### src/rtl/synth_pkg.sv
// Shared widths, FSM state encoding and the host command payload for the voice sequencer.
package synth_pkg;

  localparam int unsigned PHASE_W      = 20;
  localparam int unsigned VOICE_ADDR_W = 6;

  localparam logic [1:0] ST_IDLE = 2'd0;
  localparam logic [1:0] ST_SCAN = 2'd1;
  localparam logic [1:0] ST_HOST = 2'd2;
  localparam logic [1:0] ST_ACK  = 2'd3;

  typedef enum logic [1:0] {
    S_IDLE = ST_IDLE,
    S_SCAN = ST_SCAN,
    S_HOST = ST_HOST,
    S_ACK  = ST_ACK
  } state_t;

  // Host request captured in IDLE and replayed against the RAM in HOST.
  typedef struct packed {
    logic                    we;
    logic [VOICE_ADDR_W-1:0] addr;
    logic [PHASE_W-1:0]      wdata;
  } host_cmd_t;

endpackage

### src/rtl/ram64_voice_sequencer_if.sv
// Host word-access port of the voice sequencer.
//  master: host side (drives req/we/addr/wdata, receives ack/rdata)
//  slave : sequencer side
interface ram64_voice_sequencer_if;

  logic                              host_req;
  logic                              host_we;
  logic [synth_pkg::VOICE_ADDR_W-1:0] host_addr;
  logic [synth_pkg::PHASE_W-1:0]      host_wdata;
  logic                              host_ack;
  logic [synth_pkg::PHASE_W-1:0]      host_rdata;

  modport master (
    output host_req, host_we, host_addr, host_wdata,
    input  host_ack, host_rdata
  );

  modport slave (
    input  host_req, host_we, host_addr, host_wdata,
    output host_ack, host_rdata
  );

endinterface

### src/rtl/ram64_voice_sequencer.sv
// Shares the 64x20 voice RAM between a per-sample phase-accumulator scan and a host port.
// Ports:
//  clk, rst_n           clock, async active-low reset
//  sample_tick          starts a sweep over voices 0..NUM_VOICES-1
//  inc_addr / inc_data  combinational increment lookup for the current scan voice
//  phase_valid/voice/out  registered pre-update phase stream, one voice per cycle
//  sweep_done           pulse alongside the last phase_valid
//  overrun/overrun_clr  sticky lost-tick flag and its clear (set wins)
//  host                 host word read/write port (slave modport)
//  ram_load/sel/in/out  RAM64 control; ram_out is a combinational read of ram_sel
module ram64_voice_sequencer
  import synth_pkg::*;
#(
  parameter int unsigned DATA_W     = PHASE_W,
  parameter int unsigned ADDR_W     = VOICE_ADDR_W,
  parameter int unsigned NUM_VOICES = 64
) (
  input  logic              clk,
  input  logic              rst_n,
  input  logic              sample_tick,
  output logic [ADDR_W-1:0] inc_addr,
  input  logic [DATA_W-1:0] inc_data,
  output logic              phase_valid,
  output logic [ADDR_W-1:0] phase_voice,
  output logic [DATA_W-1:0] phase_out,
  output logic              sweep_done,
  output logic              overrun,
  input  logic              overrun_clr,
  ram64_voice_sequencer_if.slave host,
  output logic              ram_load,
  output logic [ADDR_W-1:0] ram_sel,
  output logic [DATA_W-1:0] ram_in,
  input  logic [DATA_W-1:0] ram_out
);

  localparam logic [ADDR_W-1:0] LAST_V = ADDR_W'(NUM_VOICES - 1);

  state_t            state, state_nxt;
  logic [ADDR_W-1:0] v, v_nxt;
  logic              pending, pending_nxt;
  logic              overrun_set;
  host_cmd_t         cmd, cmd_nxt;

  // Scan index doubles as the increment lookup address.
  assign inc_addr = v;

  // FSM state and control registers.
  always_ff @(posedge clk or negedge rst_n) begin
    if (!rst_n) begin
      state   <= S_IDLE;
      v       <= '0;
      pending <= 1'b0;
      cmd     <= '0;
    end else begin
      state   <= state_nxt;
      v       <= v_nxt;
      pending <= pending_nxt;
      cmd     <= cmd_nxt;
    end
  end

  // Next state, RAM control and tick bookkeeping.
  always_comb begin
    state_nxt   = state;
    v_nxt       = v;
    pending_nxt = pending;
    overrun_set = 1'b0;
    cmd_nxt     = cmd;
    ram_load    = 1'b0;
    ram_sel     = v;
    ram_in      = '0;
    unique case (state)
      S_IDLE: begin
        // A tick (fresh or deferred) always wins over a host request.
        if (sample_tick || pending) begin
          state_nxt   = S_SCAN;
          v_nxt       = '0;
          pending_nxt = 1'b0;
        end else if (host.host_req) begin
          cmd_nxt   = '{we: host.host_we, addr: host.host_addr, wdata: host.host_wdata};
          state_nxt = S_HOST;
        end
      end
      S_SCAN: begin
        ram_load = 1'b1;
        ram_in   = ram_out + inc_data;
        if (sample_tick) overrun_set = 1'b1;
        if (v == LAST_V) state_nxt = S_IDLE;
        else             v_nxt     = v + ADDR_W'(1);
      end
      S_HOST: begin
        ram_sel   = cmd.addr;
        ram_load  = cmd.we;
        ram_in    = cmd.wdata;
        state_nxt = S_ACK;
        if (sample_tick) begin
          if (pending) overrun_set = 1'b1;
          else         pending_nxt = 1'b1;
        end
      end
      S_ACK: begin
        state_nxt = S_IDLE;
        if (sample_tick) begin
          if (pending) overrun_set = 1'b1;
          else         pending_nxt = 1'b1;
        end
      end
      default: state_nxt = S_IDLE;
    endcase
  end

  // Registered outputs: phase stream, sweep/host completion and sticky overrun.
  always_ff @(posedge clk or negedge rst_n) begin
    if (!rst_n) begin
      phase_valid     <= 1'b0;
      phase_voice     <= '0;
      phase_out       <= '0;
      sweep_done      <= 1'b0;
      overrun         <= 1'b0;
      host.host_ack   <= 1'b0;
      host.host_rdata <= '0;
    end else begin
      phase_valid   <= (state == S_SCAN);
      sweep_done    <= (state == S_SCAN) && (v == LAST_V);
      overrun       <= overrun_set | (overrun & ~overrun_clr);
      host.host_ack <= (state == S_HOST);
      if (state == S_SCAN) begin
        phase_voice <= v;
        phase_out   <= ram_out;
      end
      if ((state == S_HOST) && !cmd.we) host.host_rdata <= ram_out;
    end
  end

endmodule

### src/flat_wrapper.sv
// flat-port wrapper written by rule: the top's interface ports become plain ports
module ram64_voice_sequencer_flat import synth_pkg::*;
#(
  parameter int unsigned DATA_W     = PHASE_W,
  parameter int unsigned ADDR_W     = VOICE_ADDR_W,
  parameter int unsigned NUM_VOICES = 64
)
  (clk, rst_n, sample_tick, inc_addr, inc_data, phase_valid, phase_voice, phase_out, sweep_done, overrun, overrun_clr, ram_load, ram_sel, ram_in, ram_out, host_host_req, host_host_we, host_host_addr, host_host_wdata, host_host_ack, host_host_rdata);
  ram64_voice_sequencer_if host_i ();
  input  logic clk;
  input  logic rst_n;
  input  logic sample_tick;
  output logic [ADDR_W-1:0] inc_addr;
  input  logic [DATA_W-1:0] inc_data;
  output logic phase_valid;
  output logic [ADDR_W-1:0] phase_voice;
  output logic [DATA_W-1:0] phase_out;
  output logic sweep_done;
  output logic overrun;
  input  logic overrun_clr;
  output logic ram_load;
  output logic [ADDR_W-1:0] ram_sel;
  output logic [DATA_W-1:0] ram_in;
  input  logic [DATA_W-1:0] ram_out;
  input wire logic [$bits(host_i.host_req)-1:0] host_host_req;
  input wire logic [$bits(host_i.host_we)-1:0] host_host_we;
  input wire logic [$bits(host_i.host_addr)-1:0] host_host_addr;
  input wire logic [$bits(host_i.host_wdata)-1:0] host_host_wdata;
  output wire logic [$bits(host_i.host_ack)-1:0] host_host_ack;
  output wire logic [$bits(host_i.host_rdata)-1:0] host_host_rdata;
  assign host_i.host_req = host_host_req;
  assign host_i.host_we = host_host_we;
  assign host_i.host_addr = host_host_addr;
  assign host_i.host_wdata = host_host_wdata;
  assign host_host_ack = host_i.host_ack;
  assign host_host_rdata = host_i.host_rdata;
  ram64_voice_sequencer #(.DATA_W(DATA_W), .ADDR_W(ADDR_W), .NUM_VOICES(NUM_VOICES)) u_core (.clk(clk), .rst_n(rst_n), .sample_tick(sample_tick), .inc_addr(inc_addr), .inc_data(inc_data), .phase_valid(phase_valid), .phase_voice(phase_voice), .phase_out(phase_out), .sweep_done(sweep_done), .overrun(overrun), .overrun_clr(overrun_clr), .host(host_i), .ram_load(ram_load), .ram_sel(ram_sel), .ram_in(ram_in), .ram_out(ram_out));
endmodule
### config.mk
export PLATFORM = sky130hd
export DESIGN_NAME = ram64_voice_sequencer_flat
export DESIGN_NICKNAME = d
export VERILOG_FILES = /design/src/rtl/synth_pkg.sv /design/src/rtl/ram64_voice_sequencer_if.sv /design/src/rtl/ram64_voice_sequencer.sv /design/src/flat_wrapper.sv
export SDC_FILE = /design/constraint.sdc
export NUM_CORES = 1
export LEC_CHECK = 0
export ABC_AREA = 1
export CAP_MARGIN = 20
export CORE_MARGIN = 1.5
export CORE_UTILIZATION = 43
export DETAILED_ROUTE_END_ITERATION = 10
export HOLD_SLACK_MARGIN = 0.05
export PLACE_DENSITY = 0.85
export SYNTH_ARGS = -nofsm -noshare
export SYNTH_HDL_FRONTEND = slang
export SYNTH_SLANG_ARGS = --single-unit
### constraint.sdc
create_clock -name clk -period 1.56 [get_ports clk]
set_input_delay 0.156 -clock clk [delete_from_list [all_inputs] [get_ports clk]]
set_output_delay 0.156 -clock clk [all_outputs]
set_load 0.05 [all_outputs]
==> flow_metrics.py, run 1 <==
metrics = {
    "status": {
        "status": "finished with violations",
        "violations": "setup timing",
    },
    "timing": {
        "finalHoldViolCount": 0,
        "relSlewSlack": 0.741,
        "tightest_slew_ns": 0.389,
        "setup_violations": 83,
        "rsz0062_at_grt": "yes",
        "maxSlewViolCount": 0,
        "post-route-period-util": 1.38,
        "skew_ns": 0.00982,
        "timing.fmax_mhz": 464,
        "worst_slack_ns": -0.594,
        "layout_min_cycle_time_ns": 2.15,
    },
    "setup_path": {
        "cp_max_fo": 4,
        "cp_cell_sequence": "clkdlybuf4s15_1 -> ha_4 -> nand2_1 -> nand2_2 -> buf_4 -> nor2_2 -> nand2_4 -> nand2_2 -> nand2_1 -> nand2_1 -> nand3_2 -> a21oi_4 -> buf_12",
        "critical_path_required_ns": 1.40,
        "cp_num_buf_inv": 3,
        "cp-start-kind": "primary input",
        "arrival_ns": 2.00,
        "crit_top_cell": "nand2_1",
        "slowest_delay_ns": 0.29,
        "crit_family": "simple AND/OR/NAND/NOR gates",
        "crit_slowest_cell": "ha_4",
        "worst-setup-path-type": "in -> out",
        "crit_path_end_kind": "primary output",
    },
    "clock_tree": {
        "worstSkewPairLatency_ns": 0.36,
        "cts.sinks": 86,
        "clock_path_buffers": 2,
        "cts-buffers-inserted": 9,
        "htree_levels": 3,
        "clk_pin_slew_ns": 0.06,
        "clockRootBuffer": "clkbuf_16",
        "tritoncts": "built",
    },
    "global_routing": {
        "grt_use_total": 0.355,
        "overflow": 0,
        "grt_pass1_vias": 5951,
        "grt_pass1_wl_um": 31700,
        "antenna_found_initial": 0,
        "grt_start_max_net_pins": 51,
    },
    "route": {
        "wl_met2_um": 12800,
        "dr_wl_met3_um": 2500,
        "drt_first_pass_iters": 5,
        "drt-met1-wl_um": 9170,
        "dr.first_iter.drc_count": 703,
        "via_count": 6377,
        "drc_errors": 0,
        "final_antenna_net_count": 0,
        "via_per_inst": 6.18,
        "dr.max_layer_used": "met4",
        "wl_per_cell_um": 25.7,
        "routed_wl_um": 26500,
    },
    "finish": {
        "instances_no_fill": 1032,
        "register_area_mm2": 0.00216,
        "area_growth_pct": 101,
        "drive_above_1_share": 0.611,
        "fill_cells": 375,
        "final_common_cell": "buf_4",
        "nets": 985,
        "utilization": 0.897,
        "diodes": 0,
        "multiInputGateArea_mm2": 0.00394,
        "final_cell_mix": "buf_4 (149), nand2_1 (98), dfrtp_1 (83)",
    },
    "floorplanning": {
        "io-pin-count": 155,
        "die_h_um": 110,
        "start_util": 0.447,
        "coreArea_mm2": 0.0110,
        "dieArea_mm2": 0.0121,
        "chipWidth_um": 110,
        "rows": 38,
    },
    "pwr": {
        "power_leakage_nw": 4.65,
        "total_power_w": 0.0203,
        "cellPowerDensity_mw_per_mm2": 2060,
        "peakVddDrop_mv": 2.09,
    },
    "placement": {
        "portBuffers": 154,
        "globalplace.congestion": 0.912,
        "dp_cells": 948,
        "dp_hpwl_um": 12200,
    },
    "synth": {
        "synth_area_per_cell_um2": 8.13,
        "ys_ff_latch": 86,
        "synth-seq-area-share": 0.438,
        "yosysWarnings": 0,
        "synth.distinct_cells": 30,
        "syn_nets": 702,
        "syn_inst": 604,
        "syn_area_mm2": 0.00491,
    },
    "job": {
        "drv_cap": 0,
    },
    "min_path": {
        "hold_class": "in -> reg",
    },
}
[cells in the mapped netlist, drive strengths merged]
library cell    n  area share
nand3b          6      0.0092
o22ai           1      0.0013
ha             25       0.064
clkinv          1     0.00076
clkbuf         11      0.0084
nand2         178        0.14
and2            2      0.0025
buf             9       0.011
fa              1      0.0041
o21bai          3      0.0046
inv            65       0.050
xor2            2      0.0036
a21oi          50       0.051
mux2           29       0.080
a211oi          1      0.0025
dfrtp          86        0.44
nor2           38       0.029
a22oi           1      0.0015
nor3            3      0.0064
a21o            1      0.0015
o21ai          61       0.062
nand3          29       0.030
nand4           1      0.0013
[final timing paths]
| path | cells after the start | slack, ns | start | endpoint |
|---|---|---|---|---|
| worst max-delay path | 13 | -0.59 | inc_data[7] | ram_in[12] |
| max in group asynchronous | 3 | 0.78 | rst_n | u_core.host.host_rdata[17] |
| worst min-delay path | 3 | 0.07 | ram_out[8] | u_core.host.host_rdata[8] |
| worst min register to register | 2 | 0.48 | u_core.phase_out[19] | u_core.phase_out[19] |
| worst max register to register | 11 | -0.49 | u_core.state[0] | u_core.inc_addr[5] |
| min in group asynchronous | 2 | 0.16 | rst_n | u_core.cmd[1] |
[routing by layer]
metal  track usage  vias up
met5             0        -
met4         0.194        0
met3        0.0729      202
met2         0.608      589
met1         0.416     3047
li1              -     2539
[through the flow]
step                hold slack (ns)  worst slack (ns)  setup TNS (ns)  area (um2)
detailed placement         -0.00141            -0.774          -15.29        7920
CTS                          0.0719            -0.431          -12.99        9220
finish                       0.0675            -0.594          -23.53        9850
floorplan                    -0.140            -0.175           -2.83        5620
global route                 0.0896            -0.600          -27.07        9850
global placement           -0.00207            -0.727          -13.09        7920
[cell families (layout without fill, tap and decap cells)]
logic type / count (synthesis) / count (layout) / synth area share
flip-flops: 86 / 86 / 0.438
adder cells (fa/ha/maj): 26 / 26 / 0.0678
buffers and inverters: 86 / 374 / 0.0701
AO/OA/AOI/OAI: 118 / 118 / 0.125
AND/OR/NAND/NOR: 257 / 257 / 0.216
multiplexers: 29 / 29 / 0.0803
XOR/XNOR: 2 / 2 / 0.00357
[flip-flops by register name (all words and copies together) (netlist names)]
register,cells
u_core.host.host_rdata,20
u_core.cmd,27
u_core.inc_addr,6
u_core.host.host_ack,1
u_core.phase_out,20
u_core.phase_voice,6
u_core.pending,1
u_core.sweep_done,1
u_core.phase_valid,1
u_core.overrun,1
u_core.state,2
[tightest hold or removal path: stages]
cell     delay (ns)
buf_6          0.10
inv_1          0.06
o21ai_1        0.07
[repair_timing]
item | 4_1_cts | 5_1_grt
pin swaps | 105 | 75
endpoints found under the setup margin | 59 | 76
hold buffers | 1 | 0
endpoints found under the hold margin | 86 | 0
cloned | 9 | 3
resized for setup | 292 | 158
buffers inserted | 36 | 31
[power breakdown]
part / switching (W) / internal (W)
logic: 0.00820 / 0.00578
clock network: 0.000955 / 0.00124
registers: 0.000866 / 0.00323
[layout make-up]
cell class	instances	share of cell area
repair inverters	1	0.000889
inverters	66	0.0292
flip-flops and latches	86	0.219
well taps	140	0.0178
clock inverters	4	0.00483
clock buffers	12	0.0240
repair buffers	291	0.304
multi-input cells	432	0.400
(Power assumes the default switching activity.)
==> inputs of run 2 (changes only) <==
Settings changed: PLACE_DENSITY 0.85 to 0.82.
==> run 2 against run 1 <==
Effect of this change: critical endpoint is now ram_in[14]; power up 0.80%; critical path depth is 1 lower; die area stayed put; the flow still finishes with violations (setup timing); critical path type unchanged; via count fell by 3.1%; global-route usage is 2.5 points lower.
==> flow_metrics.py, run 2 (synthesis results as in run 1) <==
metrics = {
    "floorplanning": {
        "die_h_um": 110,
        "rows": 38,
        "start_util": 0.447,
        "coreArea_mm2": 0.0110,
        "io-pin-count": 155,
        "chipWidth_um": 110,
        "dieArea_mm2": 0.0121,
    },
    "timing": {
        "tightest_slew_ns": 0.476,
        "timing.fmax_mhz": 449,
        "skew_ns": 0.00938,
        "layout_min_cycle_time_ns": 2.23,
        "relSlewSlack": 0.683,
        "setup_tns_ns": -20.46,
        "worst_slack_ns": -0.668,
        "finalHoldViolCount": 0,
        "maxSlewViolCount": 0,
        "rsz0062_at_grt": "yes",
        "setup_violations": 64,
        "post-route-period-util": 1.43,
    },
    "clock_tree": {
        "cts.sinks": 86,
        "htree_levels": 3,
        "clock_path_buffers": 2,
        "cts-buffers-inserted": 9,
        "worstSkewPairLatency_ns": 0.35,
        "clk_pin_slew_ns": 0.07,
        "clockRootBuffer": "clkbuf_16",
        "tritoncts": "built",
    },
    "route": {
        "dr.max_layer_used": "met4",
        "wl_per_cell_um": 24.3,
        "drt-met1-wl_um": 8660,
        "drc_errors": 0,
        "dr.first_iter.drc_count": 731,
        "via_count": 6181,
        "dr_wl_met3_um": 2530,
        "drt_first_pass_iters": 6,
        "wl_met2_um": 11600,
        "final_antenna_net_count": 0,
        "routed_wl_um": 24700,
        "via_per_inst": 6.07,
    },
    "global_routing": {
        "overflow": 0,
        "grt_use_total": 0.330,
        "grt_pass1_vias": 5661,
        "antenna_found_initial": 0,
        "grt_start_max_net_pins": 87,
        "grt_pass1_wl_um": 29800,
    },
    "setup_path": {
        "cp_max_fo": 4,
        "critical_path_required_ns": 1.40,
        "crit_path_end_kind": "primary output",
        "worst-setup-path-type": "in -> out",
        "r2r_start": "u_core.state[1]",
        "critPathLaunch": "inc_data[11]",
        "rrSetupSlack_ns": -0.30,
        "cp-start-kind": "primary input",
        "arrival_ns": 2.07,
    },
    "finish": {
        "utilization": 0.884,
        "drive_above_1_share": 0.597,
        "nets": 972,
        "final_common_cell": "buf_4",
        "largest_reg_flops": 27,
        "area_growth_pct": 97.7,
        "final_cell_mix": "buf_4 (143), nand2_1 (93), dfrtp_1 (83)",
        "regMostFlops": "u_core.cmd",
        "top_regs": "u_core.cmd (27), u_core.host.host_rdata (20), u_core.phase_out (20)",
        "design_area_mm2": 0.00971,
        "diodes": 0,
    },
    "pwr": {
        "cellPowerDensity_mw_per_mm2": 2110,
        "internal_power_w": 0.0106,
        "peakVddDrop_mv": 1.59,
        "pwr-share-clk": 0.131,
        "switchingPower_w": 0.00985,
        "switching_share": 0.482,
        "seqPwrFrac": 0.199,
        "power_leakage_nw": 4.54,
        "total_power_w": 0.0204,
        "combPwrFrac": 0.670,
    },
    "min_path": {
        "hold_class": "in -> reg",
        "min_from": "ram_out[5]",
    },
    "placement": {
        "dp_hpwl_um": 11900,
        "dpl_worst_slack_ns": -0.772,
        "globalplace.congestion": 0.866,
        "placed_area_mm2": 0.00783,
        "portBuffers": 154,
    },
    "status": {
        "violations": "setup timing",
        "status": "finished with violations",
    },
    "job": {
        "drv_cap": 0,
    },
}
==> run 2: cell types whose count changed in the layout (fill, tap and decap cells not counted), sizes merged <==
cell and change:
inv +1, bufinv +3, clkdlybuf4s15 -3, clkbuf +6
buf -24, clkinv -1, dlygate4sd2 +5, clkinvlp -1
==> run 2: what timing repair did <==
item                       4_1_cts  5_1_grt
hold endpoints to repair        86        0
buffers inserted                27       31
setup endpoints to repair       79       64
cloned                           7        3
pin swaps                       75       96
hold buffers                     1        0
resized for setup              237      160
==> run 2: layout make-up <==
class / instances / area [um2]
Multi-Input combinational cell: 432 / 3880
Sequential cell: 86 / 2160
Timing Repair Buffer: 278 / 2840
Clock buffer: 9 / 225
Timing Repair inverter: 1 / 11.3
Inverter: 66 / 290
Fill cell: 404 / 1270
Tap cell: 140 / 175
Clock inverter: 6 / 134
==> run 2: power groups by stage <==
| stage | Combinational, W | Clock [W] | Sequential [W] |
|---|---|---|---|
| after floorplan | 0.00470 | 0 | 0.00586 |
| after global placement | 0.0103 | 0 | 0.00378 |
| after detailed placement | 0.0105 | 0 | 0.00387 |
| after CTS | 0.0122 | 0.00264 | 0.00390 |
| after global routing | 0.0141 | 0.00276 | 0.00411 |
| final | 0.0137 | 0.00268 | 0.00406 |
==> run 2: final timing paths <==
| path | to | cells past startpoint |
|---|---|---|
| max in group asynchronous | u_core.inc_addr[4] | 3 |
| worst min-delay path | u_core.host.host_rdata[5] | 3 |
| worst min register to register | u_core.phase_out[3] | 2 |
| worst max-delay path | ram_in[14] | 12 |
| min in group asynchronous | u_core.cmd[2] | 3 |
| worst max register to register | u_core.cmd[16] | 8 |
==> run 2: layer usage <==
layer | GRT usage | up-vias
li1 | - | 2505
met1 | 0.405 | 2937
met2 | 0.547 | 551
met3 | 0.0652 | 188
met4 | 0.174 | 0
met5 | 0 | -
==> run 2: worst max-delay path, stage by stage <==
cell             delay (ns)
clkdlybuf4s15_1        0.20
ha_4                   0.29
nand2_1                0.08
nand2_1                0.15
nand3_1                0.18
nand2_1                0.15
nor2_1                 0.24
nand2_1                0.12
nand2_1                0.10
nand3_2                0.09
a21oi_4                0.16
buf_12                 0.15
==> run 2: metrics by stage <==
stage / hold WS [ns] / instances
floorplan: -0.140 / 604
finish: 0.0979 / 1018
detailed placement: 0.235 / 943
global placement: 0.217 / 943
CTS: 0.0979 / 991
global route: 0.116 / 1018
